`config.mk`:
```
export PLATFORM = sky130hd
export DESIGN_NAME = brcomp_iter
export DESIGN_NICKNAME = d
export VERILOG_FILES = /design/src/rtl/brcomp_iter.sv
export SDC_FILE = /design/constraint.sdc
export NUM_CORES = 1
export LEC_CHECK = 0
export CAP_MARGIN = 15
export CORE_UTILIZATION = 25
export DETAILED_ROUTE_END_ITERATION = 10
export PLACE_DENSITY = 0.57
export SYNTH_ARGS = -nofsm -noshare
export SYNTH_HDL_FRONTEND = slang
export SYNTH_SLANG_ARGS = --single-unit
```
`constraint.sdc`:
```
create_clock -name clk_i -period 3 [get_ports clk_i]
set_input_delay 0.6 -clock clk_i [delete_from_list [all_inputs] [get_ports clk_i]]
set_output_delay 0.6 -clock clk_i [all_outputs]
set_load 0.005 [all_outputs]
```
`src/rtl/brcomp_iter.sv`:
```
// brcomp_iter: iterative branch comparator. It compares two captured operands
// one SLICE-wide chunk per cycle, most significant slice first, and stops at
// the first slice that differs.
//
// Handshake: a request transfers on a rising edge where valid_i && ready_o.
// A result transfers on a rising edge where valid_o && ready_i. The producer
// of valid holds it and its data until that transfer. flush_i overrides both
// transfers on the edge where it is high.
module brcomp_iter #(
    parameter int WIDTH = 32,
    parameter int SLICE = 8
) (
    input  logic             clk_i,
    input  logic             rst_ni,
    input  logic             valid_i,
    output logic             ready_o,
    input  logic [WIDTH-1:0] rs1_data_i,
    input  logic [WIDTH-1:0] rs2_data_i,
    input  logic             br_unsigned_i,
    input  logic             flush_i,
    output logic             valid_o,
    input  logic             ready_i,
    output logic             br_less_o,
    output logic             br_equal_o,
    output logic [1:0]       dbg_state
);

    // SLICE_SAFE keeps the derived parameters computable so that the
    // parameter check below can report a bad SLICE.
    localparam int SLICE_SAFE = (SLICE < 1) ? 1 : SLICE;
    localparam int NSLICE     = WIDTH / SLICE_SAFE;
    localparam int IDXW       = (NSLICE > 1) ? $clog2(NSLICE) : 1;
    localparam logic [IDXW-1:0] IDX_TOP = IDXW'(NSLICE - 1);

    // Reject operand widths that do not split into whole slices.
    generate
        if ((SLICE < 1) || ((WIDTH % SLICE_SAFE) != 0) || (NSLICE < 1)) begin : g_param_check
            $error("brcomp_iter: WIDTH must be a positive multiple of SLICE");
        end
    endgenerate

    typedef enum logic [1:0] {
        IDLE = 2'd0,
        BUSY = 2'd1,
        DONE = 2'd2
    } state_t;

    state_t            state_q, state_d;
    logic [IDXW-1:0]   idx_q, idx_d;
    logic [WIDTH-1:0]  rs1_q, rs1_d;
    logic [WIDTH-1:0]  rs2_q, rs2_d;
    logic              uns_q, uns_d;
    logic              less_q, less_d;
    logic              eq_q, eq_d;

    logic [WIDTH-1:0]  op1, op2;
    logic [SLICE_SAFE-1:0] slice1, slice2;

    // Select the current slice; signed mode flips both sign bits so that an
    // unsigned compare of the top slice gives the two's-complement order.
    always_comb begin
        op1 = rs1_q;
        op2 = rs2_q;
        if (!uns_q) begin
            op1[WIDTH-1] = ~rs1_q[WIDTH-1];
            op2[WIDTH-1] = ~rs2_q[WIDTH-1];
        end
        slice1 = op1[32'(idx_q) * SLICE_SAFE +: SLICE_SAFE];
        slice2 = op2[32'(idx_q) * SLICE_SAFE +: SLICE_SAFE];
    end

    // Next-state and register updates; flush wins over every other transition.
    always_comb begin
        state_d = state_q;
        idx_d   = idx_q;
        rs1_d   = rs1_q;
        rs2_d   = rs2_q;
        uns_d   = uns_q;
        less_d  = less_q;
        eq_d    = eq_q;
        if (flush_i) begin
            state_d = IDLE;
            idx_d   = IDX_TOP;
        end else begin
            case (state_q)
                IDLE: begin
                    if (valid_i) begin
                        rs1_d   = rs1_data_i;
                        rs2_d   = rs2_data_i;
                        uns_d   = br_unsigned_i;
                        idx_d   = IDX_TOP;
                        state_d = BUSY;
                    end
                end
                BUSY: begin
                    if (slice1 != slice2) begin
                        less_d  = (slice1 < slice2);
                        eq_d    = 1'b0;
                        state_d = DONE;
                    end else if (idx_q == '0) begin
                        less_d  = 1'b0;
                        eq_d    = 1'b1;
                        state_d = DONE;
                    end else begin
                        idx_d = idx_q - 1'b1;
                    end
                end
                DONE: begin
                    if (ready_i) begin
                        state_d = IDLE;
                    end
                end
                default: begin
                    state_d = IDLE;
                end
            endcase
        end
    end

    // State and datapath registers with asynchronous active-low reset.
    always_ff @(posedge clk_i or negedge rst_ni) begin
        if (!rst_ni) begin
            state_q <= IDLE;
            idx_q   <= IDX_TOP;
            rs1_q   <= '0;
            rs2_q   <= '0;
            uns_q   <= 1'b0;
            less_q  <= 1'b0;
            eq_q    <= 1'b0;
        end else begin
            state_q <= state_d;
            idx_q   <= idx_d;
            rs1_q   <= rs1_d;
            rs2_q   <= rs2_d;
            uns_q   <= uns_d;
            less_q  <= less_d;
            eq_q    <= eq_d;
        end
    end

    assign ready_o    = (state_q == IDLE);
    assign valid_o    = (state_q == DONE);
    assign br_less_o  = less_q;
    assign br_equal_o = eq_q;
    assign dbg_state  = state_q;

endmodule

```
==> results.json, run 1 <==
{
  "status": "completed",
  "cts_resized": 0,
  "fp.dieH_um": 117,
  "cts_hold_buf": 0,
  "synth-edff-count": 0,
  "critical_path_arrival_ns": 2.88,
  "vdd_drop_max_mv": 0.294,
  "gr-usage-all-layers": 0.114,
  "ys_ff_latch": 71,
  "hpwl_mm": 5.12,
  "cts_buffers": 9,
  "start_util": 0.260,
  "vias_per_cell": 4.24,
  "yosysSeqAreaShare": 0.536,
  "htree_levels": 3,
  "fin_crit_sh": 0.875,
  "slew_headroom": 0.400,
  "syn_nets": 293,
  "routed_wl_mm": 7.07,
  "tns_ns": 0,
  "finClkSkew_ns": 0.00912,
  "antenna_found_initial": 0,
  "grt_max_degree": 72,
  "clockBufferDepth": 2,
  "start_kind": "flop",
  "slowest_stage": "dfstp_2",
  "area_delta_synth_final_pct": 36.9,
  "drc": 0,
  "cts_tree": "built",
  "crit_required_ns": 3.26,
  "dp_slack_ns": 0.362,
  "dieArea_mm2": 0.0137,
  "postSynthCellCount": 214,
  "rsz0062_at_grt": "no",
  "cpMostUsedCell": "a21oi_1",
  "route.vias.total": 1985,
  "finalPower_mw": 3.06,
  "netlist_area_mm2": 0.00332,
  "fin_util": 0.355,
  "nNetsFinal": 370,
  "setup_slack_ns": 0.375,
  "reg2reg_depth": 7,
  "timing.setup.critical_path_class": "flop to flop",
  "grt_pass1_vias": 2151,
  "worstReg2RegStart": "idx_q[0]$_DFFE_PN1P_",
  "coreArea_mm2": 0.0128,
  "timing.final.hold_violations": 0,
  "max_freq_mhz": 381,
  "p_per_area_mw_per_mm2": 674,
  "synthFlopType": "dfrtp_1",
  "worstMarginPinSlew_ns": 0.899,
  "drtIter0Drc": 59,
  "p_leak_nw": 1.86,
  "ys_async_sr_fraction": 1.00,
  "ios": 76,
  "setup_violations": 0,
  "grt_pass1_wl_mm": 11.3,
  "layout-drive-gt1-share": 0.348,
  "postRouteAntennaNets": 0,
  "diodes": 0,
  "gp_congestion": 0.706,
  "clkTransAtPathRegs_ns": 0.06,
  "cp_slowest_stage_delay_ns": 0.54,
  "fp.dieW_um": 117,
  "firstDrtPassIters": 3,
  "ys_warn_count": 0,
  "cts.sink_count": 71,
  "cp_max_fo": 17,
  "grt_overflow_total": 0,
  "r2r_slack_ns": 0.38,
  "routedWlPerCell_um": 15.1,
  "num_rows": 41,
  "port_buffers": 75,
  "clock_latency_ns": 0.33,
  "syn_area_per_cell_um2": 15.5,
  "root_buffer": "clkbuf_16",
  "cp_cell_sequence": "buf_12, mux4_2, ha_1, nand4_1, o31ai_1, a21oi_1, a21oi_1",
  "post_cts.repair.setup_buffers": 0,
  "synthDistinctLibCells": 27,
  "cp-startpoint": "idx_q[0]$_DFFE_PN1P_",
  "hold_class": "primary input to async pin",
  "slew_viol_final": 0,
  "worst_setup_path_end_kind": "flop",
  "layout_min_cycle_time_ns": 2.62,
  "drv_cap": 0
}
## worst max-delay path: cells and delay by family, from the launching register on
| family | cells | cell delay (ns) |
|---|---|---|
| buf+inv | 1 | 0.18 |
| fa+ha+maj | 1 | 0.32 |
| compound gates | 3 | 0.82 |
| simple gates | 1 | 0.15 |
| mux | 1 | 0.53 |
| flops | 1 | 0.54 |
## sequential cells by signal, summed over array words and instances, names as in the netlist
register / count
br_equal_o: 1
br_less_o: 1
dbg_state: 2
idx_q: 2
rs1_q: 32
rs2_q: 32
uns_q: 1
## layout by cell type, fill, tap and decap left out, drive strengths merged
master and instances:
dfrtp 69, xnor2 2, o21bai 1, o31ai 1, clkinv 1, o211ai 1, nor3b 2, nand4 2
a21oi 6, nand3 1, clkbuf 14, mux4 16, nor2 4, a211oi 1, buf 3, nor2b 1
or2 2, bufinv 1, inv 11, clkdlybuf4s50 74, o21ai 2, nand2 2, dfstp 2, ha 9
nor4b 1, mux2 65, o41ai 2
## metrics by stage
| stage | hold WS (ns) | instance area (um2) | cells |
|---|---|---|---|
| after detailed placement | 0.493 | 4240 | 452 |
| after CTS | 0.440 | 4540 | 468 |
| final | 0.403 | 4540 | 468 |
| after floorplan | 0.304 | 3320 | 214 |
| after global routing | 0.487 | 4540 | 468 |
| after global placement | 0.485 | 4240 | 452 |
## report_power, final
part	switching (mW)	internal, mW	leakage [nW]
clock	0.371	0.691	0.147
combinational	0.246	0.461	0.872
sequential	0.121	1.17	0.838
## area by class of cell
cell class	count	area [um2]
clock buffer	14	264
clock inverter	2	38.8
fill	1230	8230
inverter	11	41.3
multi-input combinational	121	1410
sequential	71	1780
tap	172	215
timing repair buffer	77	788
## layer usage
layer | wire length, um | GRT usage | vias to the layer above
met5 | 0 | 0 | -
met4 | 145 | 0.0582 | 0
met3 | 327 | 0.0273 | 11
met2 | 3400 | 0.180 | 43
met1 | 3190 | 0.145 | 986
li1 | - | - | 945
## Yosys cell counts (4+ instances only)
cell     number  area share
dfrtp_1      69        0.52
nor2_1        4      0.0045
buf_6         4       0.014
mux4_2       16        0.11
ha_1          9       0.034
buf_2         4      0.0060
mux2_2       65        0.22
a21oi_1       6      0.0091
inv_1        11       0.012
## path summary, 6_finish.rpt
path                                         end
min                        rs1_q[14]$_DFFE_PN0P_
min in group clk_i         rs2_q[19]$_DFFE_PN0P_
max in group asynchronous  rs2_q[25]$_DFFE_PN0P_
max reg2reg                 idx_q[1]$_DFFE_PN1P_
max                         idx_q[1]$_DFFE_PN1P_
min reg2reg                rs2_q[19]$_DFFE_PN0P_
## kinds of logic (layout without fill, tap and decap cells)
kind of cell / Yosys count / in the layout / share of synthesized area
flip-flops: 71 / 71 / 0.536
adder cells (fa/ha/maj): 9 / 9 / 0.0340
buffers and inverters: 22 / 104 / 0.0377
AO/OA/AOI/OAI: 14 / 14 / 0.0264
XOR/XNOR: 2 / 2 / 0.00528
AND/OR/NAND/NOR: 15 / 15 / 0.0309
multiplexers: 81 / 81 / 0.329
Power figures use the tool's default switching activity.
==> run 2, diff against run 1 <==
- SETUP_SLACK_MARGIN: unset -> 0.4
==> results.json, run 2 (synthesis results as in run 1) <==
{
  "clock_latency_ns": 0.33,
  "clkTransAtPathRegs_ns": 0.05,
  "start_util": 0.260,
  "routedWlPerCell_um": 15.4,
  "worstMarginPinSlew_ns": 0.916,
  "start_kind": "flop",
  "clkPwrFrac": 0.323,
  "postRouteAntennaNets": 0,
  "route.vias.total": 2044,
  "gp_congestion": 0.702,
  "grt_pass1_vias": 2143,
  "root_buffer": "clkbuf_16",
  "coreArea_mm2": 0.0128,
  "critical_path_arrival_ns": 2.74,
  "gr-usage-all-layers": 0.116,
  "worst_setup_path_end_kind": "flop",
  "fin_crit_sh": 0.826,
  "port_buffers": 75,
  "cts.sink_count": 71,
  "layout-drive-gt1-share": 0.353,
  "switching_share": 0.247,
  "cp_max_fo": 11,
  "top_usage_layer": "met2",
  "cts_tree": "built",
  "drv_cap": 0,
  "drc": 0,
  "diodes": 0,
  "layout_min_cycle_time_ns": 2.48,
  "clockBufferDepth": 2,
  "reg2reg_depth": 7,
  "timing.setup.critical_path_class": "flop to flop",
  "hold_class": "primary input to async pin",
  "cts_hold_buf": 0,
  "r2r_slack_ns": 0.52,
  "grt_overflow_total": 0,
  "rsz0062_at_grt": "yes",
  "nNetsFinal": 371,
  "holdWs_ns": 0.414,
  "final_cell_area_mm2": 0.00451,
  "firstDrtPassIters": 4,
  "fp.dieW_um": 117,
  "grt_use_met1": 0.152,
  "grt_max_degree": 72,
  "timing.final.hold_violations": 0,
  "dieArea_mm2": 0.0137,
  "finalPower_mw": 2.95,
  "met2_usage": 0.177,
  "p_leak_nw": 1.84,
  "drtIter0Drc": 54,
  "tns_ns": 0,
  "routed_wl_mm": 7.18,
  "p_per_area_mw_per_mm2": 654,
  "final_cell_mix": "74 x clkdlybuf4s50_1, 69 x dfrtp_1, 65 x mux2_2, 16 x mux4_2, 11 x inv_1",
  "fillers": 1256,
  "finClkSkew_ns": 0.00460,
  "grt_pass1_wl_mm": 11.4,
  "largest_registers": "rs1_q x32, rs2_q x32",
  "vias_per_cell": 4.38,
  "net-switching-power_mw": 0.728,
  "placed_cell_area_mm2": 0.00423,
  "pwr-share-seq": 0.436,
  "slew_viol_final": 0,
  "cts_buffers": 9,
  "crit_required_ns": 3.26,
  "hpwl_mm": 5.16,
  "layout_commonest_cell": "clkdlybuf4s50_1",
  "post_cts.repair.setup_buffers": 0,
  "htree_levels": 3,
  "status": "completed",
  "fp.dieH_um": 117,
  "ios": 76,
  "combPwrFrac": 0.241,
  "max_freq_mhz": 403,
  "grt.met3_usage": 0.0371,
  "num_rows": 41,
  "slew_headroom": 0.390,
  "area_delta_synth_final_pct": 36.0,
  "internal_power_mw": 2.22,
  "antenna_found_initial": 0,
  "setup_violations": 0,
  "vdd_drop_max_mv": 0.206
}
run 2: changes by cell type in the layout (fill, tap and decap cells not counted), sizes merged:
cell	before	now
buf	3	4
clkbuf	14	13
bufinv	1	0
run 2: worst paths after layout:
check,startpoint,end
max,idx_q[0]$_DFFE_PN1P_,idx_q[1]$_DFFE_PN1P_
min,rst_ni,rs1_q[30]$_DFFE_PN0P_
min in group clk_i,rs2_q[17]$_DFFE_PN0P_,rs2_q[17]$_DFFE_PN0P_
max reg2reg,idx_q[0]$_DFFE_PN1P_,idx_q[1]$_DFFE_PN1P_
min reg2reg,rs2_q[17]$_DFFE_PN0P_,rs2_q[17]$_DFFE_PN0P_
max in group asynchronous,rst_ni,rs2_q[12]$_DFFE_PN0P_
run 2: through the flow:
stage	instances	setup slack, ns	utilization
after floorplan	214	0.436	-
after global placement	453	0.466	0.331
after detailed placement	453	0.293	0.331
after CTS	467	0.415	0.352
after global routing	467	0.380	0.353
final	467	0.521	0.353
run 2: final cells by class:
class | instances | area, um2 | area share
clock inverters | 1 | 5.00 | 0.00111
clock buffers | 13 | 260 | 0.0577
multi-input cells | 121 | 1420 | 0.315
repair buffers | 78 | 791 | 0.175
well taps | 172 | 215 | 0.0477
inverters | 11 | 41.3 | 0.00915
flip-flops and latches | 71 | 1780 | 0.394
run 2: per-layer routing:
metal	share of wire	vias up
li1	-	941
met1	0.45	1043
met2	0.49	54
met3	0.048	6
met4	0.013	0
met5	0	-
run 2: power by group through the flow:
| stage | Combinational [mW] | Clock (mW) | Sequential (mW) |
|---|---|---|---|
| after floorplan | 0.499 | 0 | 1.25 |
| after global placement | 0.704 | 0 | 1.30 |
| after detailed placement | 0.718 | 0 | 1.30 |
| after CTS | 0.724 | 0.993 | 1.29 |
| after global routing | 0.784 | 1.04 | 1.32 |
| final | 0.712 | 0.955 | 1.29 |
run 2: worst max-delay path, stage by stage (launching register included):
cell     delay, ns
dfstp_2       0.54
buf_8         0.16
mux4_2        0.52
ha_1          0.31
nand4_1       0.18
o31ai_2       0.43
a21oi_1       0.12
a21oi_1       0.14
run 2: timing repair:
item	CTS	global route
pin swaps	0	1
hold endpoints to repair	0	0
endpoints found under the setup margin	4	5
resized for setup	1	3
